$ cat config.mk
export PLATFORM = sky130hd
export DESIGN_NAME = decode_stage
export DESIGN_NICKNAME = d
export VERILOG_FILES = /design/src/rtl/decode_stage.sv
export SDC_FILE = /design/constraint.sdc
export NUM_CORES = 1
export LEC_CHECK = 0
export ABC_AREA = 1
export CORE_ASPECT_RATIO = 1.1
export CORE_UTILIZATION = 35
export CTS_BUF_LIST = sky130_fd_sc_hd__clkbuf_4 sky130_fd_sc_hd__clkbuf_8
export CTS_CLUSTER_SIZE = 25
export DETAILED_ROUTE_END_ITERATION = 12
export PLACE_DENSITY = 0.68
export SLEW_MARGIN = 5
export SYNTH_ARGS = -nofsm -noshare
export SYNTH_HDL_FRONTEND = slang
export SYNTH_SLANG_ARGS = --single-unit
$ cat constraint.sdc
create_clock -name clk_i -period 2.99 [get_ports clk_i]
set_input_delay 0.299 -clock clk_i [delete_from_list [all_inputs] [get_ports clk_i]]
set_output_delay 0.299 -clock clk_i [all_outputs]
set_load 0.005 [all_outputs]
$ cat src/rtl/decode_stage.sv
// Registered RV32I decoder feeding the ALU operand/control interface, one pipeline register deep.
// Optional DECODE_ILLEGAL_CHECK_EN adds opcode/funct7 legality checking and drives illegal_o.

package pkg_config;
  parameter int DATA_WIDTH = 32;

  localparam logic [5:0] OP_ALU_ADD  = 6'd0;
  localparam logic [5:0] OP_ALU_SUB  = 6'd1;
  localparam logic [5:0] OP_ALU_SLL  = 6'd2;
  localparam logic [5:0] OP_ALU_SLT  = 6'd3;
  localparam logic [5:0] OP_ALU_SLTU = 6'd4;
  localparam logic [5:0] OP_ALU_XOR  = 6'd5;
  localparam logic [5:0] OP_ALU_SRL  = 6'd6;
  localparam logic [5:0] OP_ALU_SRA  = 6'd7;
  localparam logic [5:0] OP_ALU_OR   = 6'd8;
  localparam logic [5:0] OP_ALU_AND  = 6'd9;

  localparam logic [6:0] OPC_LOAD   = 7'b0000011;
  localparam logic [6:0] OPC_FENCE  = 7'b0001111;
  localparam logic [6:0] OPC_OP_IMM = 7'b0010011;
  localparam logic [6:0] OPC_AUIPC  = 7'b0010111;
  localparam logic [6:0] OPC_STORE  = 7'b0100011;
  localparam logic [6:0] OPC_OP     = 7'b0110011;
  localparam logic [6:0] OPC_LUI    = 7'b0110111;
  localparam logic [6:0] OPC_BRANCH = 7'b1100011;
  localparam logic [6:0] OPC_JALR   = 7'b1100111;
  localparam logic [6:0] OPC_JAL    = 7'b1101111;
  localparam logic [6:0] OPC_SYSTEM = 7'b1110011;
endpackage

module decode_stage #(
  parameter int DATA_WIDTH = pkg_config::DATA_WIDTH
) (
  input  logic                  clk_i,
  input  logic                  rst_ni,
  input  logic                  in_valid_i,
  output logic                  in_ready_o,
  input  logic [31:0]           instr_i,
  input  logic [DATA_WIDTH-1:0] pc_i,
  input  logic                  flush_i,
  output logic                  out_valid_o,
  input  logic                  out_ready_i,
  output logic [5:0]            alu_op_o,
  output logic [1:0]            a_sel_o,
  output logic                  b_sel_o,
  output logic [DATA_WIDTH-1:0] imm_o,
  output logic [4:0]            rs1_addr_o,
  output logic [4:0]            rs2_addr_o,
  output logic [4:0]            rd_addr_o,
  output logic                  rd_we_o,
  output logic                  is_alu_o,
  output logic [DATA_WIDTH-1:0] pc_o,
  output logic                  illegal_o
);

  logic [6:0] opcode;
  logic [2:0] funct3;
  logic [4:0] rd;
  logic       alt;

  logic [31:0] imm_i;
  logic [31:0] imm_s;
  logic [31:0] imm_b;
  logic [31:0] imm_j;
  logic [31:0] imm_u;

  logic [5:0]            d_alu_op;
  logic [1:0]            d_a_sel;
  logic                  d_b_sel;
  logic [31:0]           d_imm32;
  logic [DATA_WIDTH-1:0] d_imm;
  logic                  d_rd_we;
  logic                  d_is_alu;
  logic                  d_illegal;

  logic accept;

  assign opcode = instr_i[6:0];
  assign funct3 = instr_i[14:12];
  assign rd     = instr_i[11:7];
  assign alt    = instr_i[30];

  assign imm_i = {{20{instr_i[31]}}, instr_i[31:20]};
  assign imm_s = {{20{instr_i[31]}}, instr_i[31:25], instr_i[11:7]};
  assign imm_b = {{19{instr_i[31]}}, instr_i[31], instr_i[7], instr_i[30:25], instr_i[11:8], 1'b0};
  assign imm_j = {{11{instr_i[31]}}, instr_i[31], instr_i[19:12], instr_i[20], instr_i[30:21], 1'b0};
  assign imm_u = {instr_i[31:12], 12'b0};

  // alt selects SUB (funct3 000) or SRA (funct3 101); callers mask it where it has no meaning.
  function automatic logic [5:0] alu_from_funct3(input logic [2:0] f3, input logic sel_alt);
    logic [5:0] op;
    case (f3)
      3'b000:  op = sel_alt ? pkg_config::OP_ALU_SUB : pkg_config::OP_ALU_ADD;
      3'b001:  op = pkg_config::OP_ALU_SLL;
      3'b010:  op = pkg_config::OP_ALU_SLT;
      3'b011:  op = pkg_config::OP_ALU_SLTU;
      3'b100:  op = pkg_config::OP_ALU_XOR;
      3'b101:  op = sel_alt ? pkg_config::OP_ALU_SRA : pkg_config::OP_ALU_SRL;
      3'b110:  op = pkg_config::OP_ALU_OR;
      default: op = pkg_config::OP_ALU_AND;
    endcase
    return op;
  endfunction

`ifdef DECODE_ILLEGAL_CHECK_EN
  logic       opc_known;
  logic [6:0] funct7;

  assign funct7 = instr_i[31:25];

  always_comb begin
    opc_known = 1'b0;
    case (opcode)
      pkg_config::OPC_LOAD, pkg_config::OPC_FENCE, pkg_config::OPC_OP_IMM,
      pkg_config::OPC_AUIPC, pkg_config::OPC_STORE, pkg_config::OPC_OP,
      pkg_config::OPC_LUI, pkg_config::OPC_BRANCH, pkg_config::OPC_JALR,
      pkg_config::OPC_JAL, pkg_config::OPC_SYSTEM: opc_known = 1'b1;
      default: opc_known = 1'b0;
    endcase
  end

  always_comb begin
    d_illegal = 1'b0;
    if (!opc_known || (instr_i[1:0] != 2'b11)) begin
      d_illegal = 1'b1;
    end else if (opcode == pkg_config::OPC_OP) begin
      if (funct7 == 7'b0100000)
        d_illegal = (funct3 != 3'b000) && (funct3 != 3'b101);
      else
        d_illegal = (funct7 != 7'b0000000);
    end else if (opcode == pkg_config::OPC_OP_IMM) begin
      if (funct3 == 3'b001)
        d_illegal = (funct7 != 7'b0000000);
      else if (funct3 == 3'b101)
        d_illegal = (funct7 != 7'b0000000) && (funct7 != 7'b0100000);
    end
  end
`else
  assign d_illegal = 1'b0;
`endif

  always_comb begin
    d_alu_op = pkg_config::OP_ALU_ADD;
    d_a_sel  = 2'd0;
    d_b_sel  = 1'b1;
    d_imm32  = 32'd0;
    d_rd_we  = 1'b0;
    d_is_alu = 1'b0;
    case (opcode)
      pkg_config::OPC_OP: begin
        d_alu_op = alu_from_funct3(funct3, alt);
        d_b_sel  = 1'b0;
        d_rd_we  = 1'b1;
        d_is_alu = 1'b1;
      end
      pkg_config::OPC_OP_IMM: begin
        d_alu_op = alu_from_funct3(funct3, alt && (funct3 == 3'b101));
        d_imm32  = imm_i;
        d_rd_we  = 1'b1;
        d_is_alu = 1'b1;
      end
      pkg_config::OPC_LUI: begin
        d_a_sel  = 2'd2;
        d_imm32  = imm_u;
        d_rd_we  = 1'b1;
        d_is_alu = 1'b1;
      end
      pkg_config::OPC_AUIPC: begin
        d_a_sel  = 2'd1;
        d_imm32  = imm_u;
        d_rd_we  = 1'b1;
        d_is_alu = 1'b1;
      end
      pkg_config::OPC_LOAD: begin
        d_imm32 = imm_i;
        d_rd_we = 1'b1;
      end
      pkg_config::OPC_JALR: begin
        d_imm32 = imm_i;
        d_rd_we = 1'b1;
      end
      pkg_config::OPC_JAL: begin
        d_imm32 = imm_j;
        d_rd_we = 1'b1;
      end
      pkg_config::OPC_STORE:  d_imm32 = imm_s;
      pkg_config::OPC_BRANCH: d_imm32 = imm_b;
      pkg_config::OPC_FENCE,
      pkg_config::OPC_SYSTEM: d_imm32 = imm_i;
      default: ;
    endcase
    // Illegal encodings must not look like ALU work or commit a register.
    if (d_illegal) begin
      d_alu_op = pkg_config::OP_ALU_ADD;
      d_rd_we  = 1'b0;
      d_is_alu = 1'b0;
    end
    if (rd == 5'd0) d_rd_we = 1'b0;
  end

  assign d_imm      = DATA_WIDTH'(signed'(d_imm32));
  assign in_ready_o = !out_valid_o || out_ready_i;
  assign accept     = in_valid_i && in_ready_o;

  // Priority: reset, then flush, then accept, then plain consume.
  always_ff @(posedge clk_i) begin
    if (!rst_ni) begin
      out_valid_o <= 1'b0;
      alu_op_o    <= pkg_config::OP_ALU_ADD;
      a_sel_o     <= 2'd0;
      b_sel_o     <= 1'b0;
      imm_o       <= '0;
      rs1_addr_o  <= 5'd0;
      rs2_addr_o  <= 5'd0;
      rd_addr_o   <= 5'd0;
      rd_we_o     <= 1'b0;
      is_alu_o    <= 1'b0;
      pc_o        <= '0;
      illegal_o   <= 1'b0;
    end else if (flush_i) begin
      out_valid_o <= 1'b0;
    end else if (accept) begin
      out_valid_o <= 1'b1;
      alu_op_o    <= d_alu_op;
      a_sel_o     <= d_a_sel;
      b_sel_o     <= d_b_sel;
      imm_o       <= d_imm;
      rs1_addr_o  <= instr_i[19:15];
      rs2_addr_o  <= instr_i[24:20];
      rd_addr_o   <= rd;
      rd_we_o     <= d_rd_we;
      is_alu_o    <= d_is_alu;
      pc_o        <= pc_i;
      illegal_o   <= d_illegal;
    end else if (out_ready_i) begin
      out_valid_o <= 1'b0;
    end
  end

endmodule

==> out/metrics.cfg <==
[grt]
track_usage=0.208
grt_max_degree=48
grt_pass1_vias=3818
grt_pass1_wl_mm=18.2
grt_antenna_before_repair=0
grt-ovfl-total=0

[critical_path]
reg2reg_from=out_valid_o$_SDFFE_PP0P_
cp_max_fo=3
cp-start-kind=input port
critical_path_arrival_ps=1430
path_class=input port to output pin
worstPathRequired_ps=2690
end_kind=output pin
startpoint=out_ready_i

[run_status]
status=completed

[routing]
avgViaCountPerCell=4.85
drtIter0Drc=126
wl_per_cell_um=14.0
drt_first_pass_iters=4
vias=3913
route.detailed.drc=0
routed_wl_mm=11.3
postRouteAntennaNets=0

[power_and_ir_drop]
leakagePower_nw=2.21
vdd_drop_max_mv=0.249
powerDensity_nw_per_um2=475

[die]
start_util=0.361
std_cell_rows=39
die_w_um=101
io-pin-count=162
coreArea_um2=10400
die_y_um=111
die-area_um2=11200

[min_path]
min_from=imm_o[13]$_SDFFE_PN0P_
hold_class=flop to flop

[logic_synthesis]
ys_seq_area_frac=0.473
syn_area_um2=3770
synth-seq-cells=89
yosysWarnings=0
yosysUniqueCellTypes=29
synth_edf_count=0
syn_inst=512
synthArstFlopShare=0
ys.flop_type=dfxtp_1
syn_area_per_cell_um2=7.36

[placement]
dp.cells=790
dpl_cell_area_um2=5430
io_buffers=158
place.gp.congestion=0.834
hpwl_mm=8.34

[clock_network]
cts_resized=0
cts_tree=done
postCtsSetupBuffers=0
ctsHoldBuffers=0
clkTransAtPathRegs_ps=80
cts_made_buffers=9
clk_latency_ps=350
root_buffer=clkbuf_8
cts_sinks=89
clockBufferDepth=2
htree_num_levels=3

[timing]
timing.hold.ws_ps=466
drv_slew=0
rsz0062_at_grt=no
setup_violations=0
hold_violations=0
min_period_ps=1730
setup-tns-final_ps=0
finClkSkew_ps=7.49
period_share=0.578
max_freq_mhz=578

[finish]
num_antenna_cells=0
stdcell_count=806
final_cell_area_um2=5690
layout.nets=727
fillerInstances=1041
drive_gt1_frac=0.0935
syn2layout_area_growth_pct=50.9

[run]
maxCapViolCount=0

[cells by family (layout without fill, tap and decap cells)]
logic type	Yosys count	after routing	share of synthesized area
flip-flops	89	89	0.473
AO/OA/AOI/OAI	108	108	0.161
AND/OR/NAND/NOR	262	262	0.301
buffers and inverters	52	201	0.0634
other	1	3	0.000995
[flip-flops by register name (all words and copies together) (netlist names)]
signal,count
rs2_addr_o,5
rs1_addr_o,5
alu_op_o,4
b_sel_o,1
pc_o,32
out_valid_o,1
a_sel_o,2
rd_we_o,1
is_alu_o,1
rd_addr_o,5
imm_o,32
[per-stage QoR]
stage	setup WS [ps]	utilization	power [mW]
after floorplan	1680	-	1.45
after global placement	987	0.520	1.69
after detailed placement	976	0.520	1.70
after CTS	1250	0.544	2.73
after global routing	1180	0.544	2.83
final	1260	0.544	2.70
[synth_stat cells (2+ instances only)]
master	number	area [µm²]
buf_4	7	52.6
nand4_1	11	68.8
inv_2	7	26.3
nand2_1	118	443
buf_2	8	40.0
o21ai_0	59	295
o2111ai_1	2	17.5
a21oi_2	10	87.6
nor3_1	2	10.0
nor2_1	98	368
nand2_2	7	43.8
dfxtp_1	89	1780
o21ai_1	2	10.0
nor2_4	3	33.8
inv_1	13	48.8
nor2_2	2	12.5
clkbuf_1	16	60.1
nand3_1	13	65.1
a211oi_1	2	15.0
nand2_4	4	45.0
a21oi_1	31	155
[final cells by class]
| cell class | count | area [µm²] | area share |
|---|---|---|---|
| flip-flops and latches | 89 | 1780 | 0.313 |
| multi-input cells | 373 | 1760 | 0.309 |
| repair buffers | 165 | 1630 | 0.287 |
| well taps | 143 | 179 | 0.0315 |
| clock buffers | 12 | 159 | 0.0279 |
| clock inverters | 4 | 98.8 | 0.0174 |
| inverters | 20 | 75.1 | 0.0132 |
[metal layers]
metal	vias up	wire length, µm	part of all wire	global-route usage
met5	-	0	0	0
met4	0	484	0.043	0.133
met3	35	595	0.053	0.0277
met2	140	5410	0.48	0.348
met1	1788	4830	0.43	0.246
li1	1950	-	-	-
[critical path, stage by stage]
cell	delay, ps
clkdlybuf4s50_1	460
inv_1	40
nand2_1	100
clkdlybuf4s50_1	530
[worst paths after layout]
path / end / slack [ps] / cells after the start
setup / recovery: in_ready_o / 1260 / 4
hold / removal: imm_o[13]$_SDFFE_PN0P_ / 470 / 2
setup reg to reg: alu_op_o[0]$_SDFFE_PN0P_ / 1450 / 6
hold reg to reg: imm_o[13]$_SDFFE_PN0P_ / 470 / 2
[power breakdown]
group	internal, mW	switching [mW]	total, mW	leakage [nW]
clock network	0.612	0.419	1.03	0.130
registers	1.24	0.0273	1.27	0.728
logic	0.222	0.183	0.404	1.36
[cells in the final DEF (no fill, tap or decap), drive strengths merged, types with 7 or more instances in the layout]
cell type      instances
clkdlybuf4s50        158
nand2                129
nor2                 104
dfxtp                 89
o21ai                 61
a21oi                 41
inv                   20
nand3                 14
clkbuf                12
nand4                 11
buf                    7
No activity file was read; power rests on OpenSTA's default activity.
